--- config.mk ---
export PLATFORM = sky130hd
export DESIGN_NAME = rst_seq_ctrl
export DESIGN_NICKNAME = d
export VERILOG_FILES = /design/src/rtl/rst_seq_ctrl.sv
export SDC_FILE = /design/constraint.sdc
export NUM_CORES = 1
export LEC_CHECK = 0
export ABC_AREA = 1
export BUFFER_PORTS_ARGS = -buffer_cell sky130_fd_sc_hd__buf_2
export CAP_MARGIN = 20
export CORE_ASPECT_RATIO = 1.2
export CORE_MARGIN = 1
export CORE_UTILIZATION = 51
export CTS_CLUSTER_DIAMETER = 40
export DETAILED_ROUTE_END_ITERATION = 8
export PLACE_DENSITY = 0.79
export SLEW_MARGIN = 20
export SYNTH_ARGS = -nofsm -noshare
export SYNTH_HDL_FRONTEND = slang
export SYNTH_SLANG_ARGS = --single-unit
export TNS_END_PERCENT = 10
--- constraint.sdc ---
create_clock -name clk -period 1.4 [get_ports clk]
set_clock_uncertainty 0.05 [all_clocks]
set_input_delay 0.14 -clock clk [delete_from_list [all_inputs] [get_ports clk]]
set_output_delay 0.14 -clock clk [all_outputs]
set_load 0.1 [all_outputs]
--- src/rtl/rst_seq_ctrl.sv ---
// Releases N active-low block resets in index order, each gated on the previous ack; registered outputs.
// Build with RST_SEQ_TIMEOUT_EN to add a per-stage ack timeout that parks the sequencer in ERROR.
module rst_seq_ctrl #(
    parameter int N_STAGES       = 4,
    parameter int HOLD_CYCLES    = 8,
    parameter int GAP_CYCLES     = 2,
    parameter int TIMEOUT_CYCLES = 64,
    localparam int IW            = (N_STAGES > 1) ? $clog2(N_STAGES) : 1
) (
    input  logic                clk,
    input  logic                rst_i,
    input  logic                sw_rst_req_i,
    input  logic [N_STAGES-1:0] stage_ack_i,
    output logic [N_STAGES-1:0] stage_rst_no,
    output logic                seq_busy_o,
    output logic                seq_done_o,
    output logic                err_o,
    output logic [IW-1:0]       err_stage_o
);

    localparam int MAXHG = (HOLD_CYCLES > GAP_CYCLES) ? HOLD_CYCLES : GAP_CYCLES;
    localparam int MAXC  = (MAXHG > TIMEOUT_CYCLES) ? MAXHG : TIMEOUT_CYCLES;
    localparam int CW    = $clog2(MAXC + 1);

    typedef enum logic [2:0] {
        HOLD,
        WAIT_ACK,
        GAP,
        DONE,
        ASSERT,
        ERROR
    } state_t;

    state_t                state_q, state_d;
    logic [IW-1:0]         idx_q, idx_d;
    logic [CW-1:0]         cnt_q, cnt_d;
    logic [N_STAGES-1:0]   rst_q, rst_d;
    logic                  busy_q, busy_d;
    logic                  done_q, done_d;
`ifdef RST_SEQ_TIMEOUT_EN
    logic                  err_q, err_d;
    logic [IW-1:0]         es_q, es_d;
`endif

    always_ff @(posedge clk) begin
        if (!rst_i) begin
            state_q <= HOLD;
            idx_q   <= '0;
            cnt_q   <= '0;
            rst_q   <= '0;
            busy_q  <= 1'b0;
            done_q  <= 1'b0;
`ifdef RST_SEQ_TIMEOUT_EN
            err_q   <= 1'b0;
            es_q    <= '0;
`endif
        end else begin
            state_q <= state_d;
            idx_q   <= idx_d;
            cnt_q   <= cnt_d;
            rst_q   <= rst_d;
            busy_q  <= busy_d;
            done_q  <= done_d;
`ifdef RST_SEQ_TIMEOUT_EN
            err_q   <= err_d;
            es_q    <= es_d;
`endif
        end
    end

    always_comb begin
        state_d = state_q;
        idx_d   = idx_q;
        cnt_d   = cnt_q;
        rst_d   = rst_q;
        done_d  = done_q;
`ifdef RST_SEQ_TIMEOUT_EN
        err_d   = err_q;
        es_d    = es_q;
`endif
        // A request outranks any same-edge ack; ASSERT ignores it so a held request walks once.
        if (sw_rst_req_i && state_q != ASSERT) begin
            done_d             = 1'b0;
            rst_d[N_STAGES-1]  = 1'b0;
            idx_d              = IW'(N_STAGES - 1);
            cnt_d              = '0;
            state_d            = (N_STAGES == 1) ? HOLD : ASSERT;
`ifdef RST_SEQ_TIMEOUT_EN
            err_d              = 1'b0;
`endif
        end else begin
            case (state_q)
                HOLD: begin
                    if (cnt_q == CW'(HOLD_CYCLES - 1)) begin
                        rst_d[0] = 1'b1;
                        idx_d    = '0;
                        cnt_d    = '0;
                        state_d  = WAIT_ACK;
                    end else begin
                        cnt_d = cnt_q + CW'(1);
                    end
                end
                WAIT_ACK: begin
                    if (stage_ack_i[idx_q]) begin
                        cnt_d = '0;
                        if (idx_q == IW'(N_STAGES - 1)) begin
                            done_d  = 1'b1;
                            state_d = DONE;
                        end else begin
                            state_d = GAP;
                        end
                    end
`ifdef RST_SEQ_TIMEOUT_EN
                    else if (cnt_q == CW'(TIMEOUT_CYCLES - 1)) begin
                        err_d   = 1'b1;
                        es_d    = idx_q;
                        rst_d   = '0;
                        cnt_d   = '0;
                        state_d = ERROR;
                    end else begin
                        cnt_d = cnt_q + CW'(1);
                    end
`endif
                end
                GAP: begin
                    if (cnt_q == CW'(GAP_CYCLES - 1)) begin
                        idx_d        = idx_q + IW'(1);
                        rst_d[idx_d] = 1'b1;
                        cnt_d        = '0;
                        state_d      = WAIT_ACK;
                    end else begin
                        cnt_d = cnt_q + CW'(1);
                    end
                end
                ASSERT: begin
                    idx_d        = idx_q - IW'(1);
                    rst_d[idx_d] = 1'b0;
                    if (idx_q == IW'(1)) begin
                        cnt_d   = '0;
                        state_d = HOLD;
                    end
                end
                DONE, ERROR: begin
                end
                default: state_d = HOLD;
            endcase
        end
        busy_d = (state_d != DONE) && (state_d != ERROR);
    end

    assign stage_rst_no = rst_q;
    assign seq_busy_o   = busy_q;
    assign seq_done_o   = done_q;
`ifdef RST_SEQ_TIMEOUT_EN
    assign err_o        = err_q;
    assign err_stage_o  = es_q;
`else
    assign err_o        = 1'b0;
    assign err_stage_o  = '0;
`endif

endmodule

## Word-level counts from Yosys, hierarchy flattened

Index checks and enable logic that the tools add are counted.

- Bits in registers: 18
- Input port bits: 7
- Output and inout port bits: 9
- Word-level logic and storage cells: 82

- Add/subtract/negate cells: 3
- $lt $le $gt $ge: 5
- Equality and inequality tests: 18
- Muxes and demuxes: 26
- Bitwise gates (word level): 5
- Reduce and logical (&&, ||, !) cells: 17

Operator list:

| operator | count |
|---|---|
| $mux W7 | 4 |
| $pmux W7 S4 | 1 |
| $mux W3 | 5 |
| $pmux W3 S5 | 1 |
| $ne A3 B3 Y1 const B | 4 |
| $reduce_and A3 Y1 | 4 |
| $lt A2 B3 Y1 const B | 3 |
| $ne A2 B2 Y1 const B | 4 |
| $reduce_bool A4 Y1 | 2 |
| $add A7 B1 Y7 const B | 1 |
| $eq A7 B1 Y1 const B | 1 |
| $eq A7 B3 Y1 const B | 1 |
| $eq A3 B2 Y1 const B | 2 |
| $eq A3 B3 Y1 const B | 2 |
| $mux W2 | 3 |
| $pmux W2 S3 | 1 |
| $pmux W3 S2 | 1 |
| $mux W1 | 5 |
| $and A4 B4 Y4 | 1 |
| $demux W1 S2 | 2 |
| $ge A2 B1 Y1 const B | 2 |
| $logic_and A1 B1 Y1 | 4 |
| $mux W4 | 1 |
| $not A4 Y4 | 1 |
| other kinds (16) | 18 |

## Longest topological paths before layout

- Depth after elaboration: 8
- Gate-level depth with buffers: 12
- Mapped depth without buffers: 12

## Least setup slack after synthesis

OpenSTA, ideal clock, no wires.

- Path kind: register to register
- Start point: register rst_q[0] (netlist: stage_rst_no[0])
- End point: register rst_q[0] (netlist: stage_rst_no[0])
- Setup time: 64 ps
- Arrival: 1402 ps
- Slack: -115 ps
- Stages on the path, launching flop included: 5
- Clock period less this slack: 1515 ps
- Cells stage by stage: dfxtp_1 > inv_1 > o211ai_1 > nor2_1 > nor2_1

- Longest elaborated chain between the ends: 3
- Elaborated cells between the ends (all ways): 4
- Those cells by class: mux (2); bitwise (2)

RTL lines:

| item | line | RTL |
|---|---|---|
| start: declaration | 37 | `logic [N_STAGES-1:0] rst_q, rst_d;` |
| start signal: assignment | 61 | `rst_q <= rst_d;` |
| $or A4 B4 Y4 (no source line) | -- |  |
| $mux W4 | 126 | `if (cnt_q == CW'(GAP_CYCLES - 1)) begin` |
| $pmux W1 S3 (*) | 92 | `case (state_q)` |

Every way passes the cells marked *; elsewhere a longest branch is shown, timed or not. The select of a mux whose other input is x is not followed.
A chain may end at the register's enable or synchronous reset.

## Worst setup path in the final report

- Start point: register cnt_q[1]
- End point: register idx_q[0]

- Longest elaborated chain between the ends: 3
- Elaborated cells between the ends (all ways): 5
- Those cells by class: eq/ne (4); reduce/logical (1)

RTL lines:

| item | line | RTL |
|---|---|---|
| start: declaration | 36 | `logic [CW-1:0] cnt_q, cnt_d;` |
| start signal: assignment | 60 | `cnt_q <= cnt_d;` |
| $eq A7 B1 Y1 / $eq A7 B3 Y1 (equally long branches) | 126, 94 |  |
| $ne A3 B3 Y1 (no source line) | -- |  |
| $reduce_and A3 Y1 (no source line) (*) | -- |  |
| end signal: assignment | 59 | `idx_q <= idx_d;` |
| end: declaration | 35 | `logic [IW-1:0] idx_q, idx_d;` |

Every way passes the cells marked *; elsewhere a longest branch is shown, timed or not.

==> run_results.csv <==
group,metric,value,unit
route,routed_wl,3720,um
clocking,cts_tree,"done",
synth,synth_edf_count,0,
timing,fmax,633,MHz
place,place_congestion,0.918,
clocking,clkLatencyLatePin,0.29,ns
worst_setup_path,cpPeakStageDelay,0.35,ns
status,status,"complete, but fails checks",
place,dpl.hpwl,2570,um
power_and_ir_drop,p_seq_share,40.9,%
grt,grtUsageTotal,30.7,%
clocking,clockBufferDepth,2,
timing,fin_ws,-0.179,ns
worst_setup_path,crit_fanout,4,
worst_setup_path,startpoint_type,"flop",
place,dp_slack,-0.224,ns
synth,syn_inst,191,
worst_setup_path,path_buf_inv,3,
route,initialDrtViolationCount,38,
route,wire_per_inst,13.8,um
power_and_ir_drop,comb_power_share,35.5,%
worst_setup_path,critPathTopFamily,"simple AND/OR/NAND/NOR gates",
worst_setup_path,path_cells,"inv_2 > ha_4 > inv_2 > nor2_2 > nand3_2 > nand2_4 > nand2_2 > inv_2 > nand2_2 > a21oi_1 > a21oi_1",
timing,rsz0062_at_grt,"yes",
worst_setup_path,slowest_stage,"dfxtp_2",
floorplanning,io_pins,16,
timing,fin_crit_sh,113,%
power_and_ir_drop,sw_frac_of_total,36.5,%
route,vias,1427,
clocking,cts_inserted_buffers,3,
power_and_ir_drop,power,1.37,mW
final_layout,nNetsFinal,254,
worst_setup_path,critPathCaptureType,"flop",
floorplanning,start_util,53.2,%
clocking,clockRootBuffer,"clkbuf_4",
power_and_ir_drop,power_frac_clock,23.6,%
worst_setup_path,cp.required,1.53,ns
synth,synth_area,1210,um2
floorplanning,die_y,55.5,um
route,drc,0,
grt,grt_max_degree,11,
grt,antenna_found_initial,0,
synth,synth_area_per_cell,6.36,um2
clocking,clkSinkCount,18,
synth,synth_warnings,0,
power_and_ir_drop,p_int,870,uW
floorplanning,die-width,46.6,um
timing,drv_slew,0,
synth,ys_ff_latch,18,
floorplanning,std_cell_rows,19,
synth,yosysSeqAreaShare,29.7,%
synth,synthArstFlopShare,0,%
floorplanning,core-area,2280,um2
worst_hold_path,hold_path_class,"in -> reg",
route,postRouteAntennaNets,0,
timing,hold_violations,0,
floorplanning,die_area,2580,um2
grt,grt_pass1_wl,5850,um
grt,first_global_vias,1395,
final_layout,drive_gt1_share,42.3,%
final_layout,antenna_cells,0,
final_layout,layout_common_cells,"nand2_1 (39), buf_4 (32), inv_1 (24)",
status,violations,"negative setup slack",
final_layout,final_common_cell,"nand2_1",
worst_setup_path,cp_common_cell,"inv_2",
power_and_ir_drop,switching_power,500,uW
power_and_ir_drop,leakagePower,0.857,nW
route,detail_route.first_pass.iterations,5,
place,io_buffers,12,
worst_setup_path,reg2reg_depth,11,
synth,synth_cell_types,25,
power_and_ir_drop,p_per_area,786,nW/um2
grt,gr-total-overflow,0,
worst_setup_path,cp.depth,11,
worst_setup_path,setup.worst_path.class,"reg -> reg",
clocking,htree_levels,1,
timing,layout_min_cycle_time,1.58,ns
clocking,path_clk_slew,0.11,ns
route,vias_per_cell,5.29,
timing,setup_violations,14,
worst_hold_path,hold_depth,3,
synth,synth-main-ff-cell,"dfxtp_1",
worst_setup_path,arrival,1.71,ns
final_layout,areaGrowthSynthToFinish,43.5,%
power_and_ir_drop,irDropWorstVdd,779,uV
flow_run,maxCapViolations,0,
==> worst reg2reg max path, delay by kind of cell (launching register included) <==
family	cells	cell delay (ns)
flip-flops	1	0.35
AO/OA/AOI/OAI	2	0.23
adder cells (fa/ha/maj)	1	0.14
AND/OR/NAND/NOR	5	0.50
buffers and inverters	3	0.19
==> state kept, by name (all words and copies together), names as in the netlist <==
signal,cells
cnt_q,7
idx_q,2
seq_busy_o,1
seq_done_o,1
stage_rst_no,4
state_q,3
==> Yosys cell counts (all sizes together) (2+ instances only) <==
| library cell | number | share of area (%) |
|---|---|---|
| nor2 | 21 | 7.7 |
| dfxtp | 18 | 30 |
| nand3b | 2 | 1.2 |
| buf | 3 | 1.9 |
| nand2 | 50 | 16 |
| a21oi | 16 | 6.6 |
| o21ai | 11 | 4.8 |
| ha | 7 | 7.2 |
| nand3 | 17 | 7.4 |
| o211ai | 2 | 1.2 |
| nand4 | 5 | 2.6 |
| inv | 34 | 11 |
==> cell families after synthesis <==
group	share of synthesized area (%)
AO/OA/AOI/OAI	13.9
XOR/XNOR	0.721
adder cells (fa/ha/maj)	7.21
buffers and inverters	12.8
flip-flops	29.7
other	0.309
AND/OR/NAND/NOR	35.4
==> through the flow <==
step | utilization (%) | hold WS [ns] | cell area [um2] | TNS (ns) | std cells
floorplan | - | 0.188 | 1220 | -0.0198 | 193
global placement | 66.8 | 0.339 | 1530 | -0.794 | 263
detailed placement | 66.8 | 0.342 | 1530 | -1.80 | 263
CTS | 72.5 | 0.0356 | 1650 | -0.985 | 270
global route | 76.4 | 0.0400 | 1740 | -2.71 | 270
finish | 76.4 | 0.0411 | 1740 | -1.50 | 270
==> metal layers <==
metal | vias up | part of all wire, % | global-route usage [%]
met4 | 0 | 3.3 | 12.2
met3 | 14 | 2.8 | 3.92
met1 | 676 | 39 | 33.2
met2 | 35 | 55 | 55.8
li1 | 702 | - | -
met5 | - | 0 | 0
==> what timing repair did <==
item | in CTS | in global routing
pin swaps | 8 | 7
gates resized for setup | 29 | 24
setup endpoints to repair | 15 | 17
hold buffers | 0 | 0
setup buffers | 2 | 0
cloned | 1 | 0
==> worst paths after layout <==
kind,start,endpoint,slack (ns)
hold reg to reg,seq_done_o,seq_done_o,0.40
setup reg to reg,cnt_q[1],idx_q[0],-0.18
hold / removal,rst_i,seq_busy_o,0.04
setup / recovery,cnt_q[1],idx_q[0],-0.18
==> area by class of cell <==
class / count / area, um2
Multi-Input combinational cell: 138 / 856
Fill cell: 183 / 539
Sequential cell: 18 / 378
Timing Repair Buffer: 44 / 300
Inverter: 35 / 134
Tap cell: 31 / 38.8
Clock buffer: 4 / 36.3
==> power by group through the flow <==
stage / combinational (mW) / sequential [mW] / clock [mW]
finish: 0.487 / 0.561 / 0.323
global route: 0.524 / 0.563 / 0.361
detailed placement: 0.400 / 0.568 / 0
global placement: 0.389 / 0.566 / 0
floorplan: 0.217 / 0.615 / 0
CTS: 0.444 / 0.561 / 0.330
Note: power is estimated with default switching activity, not from simulation.
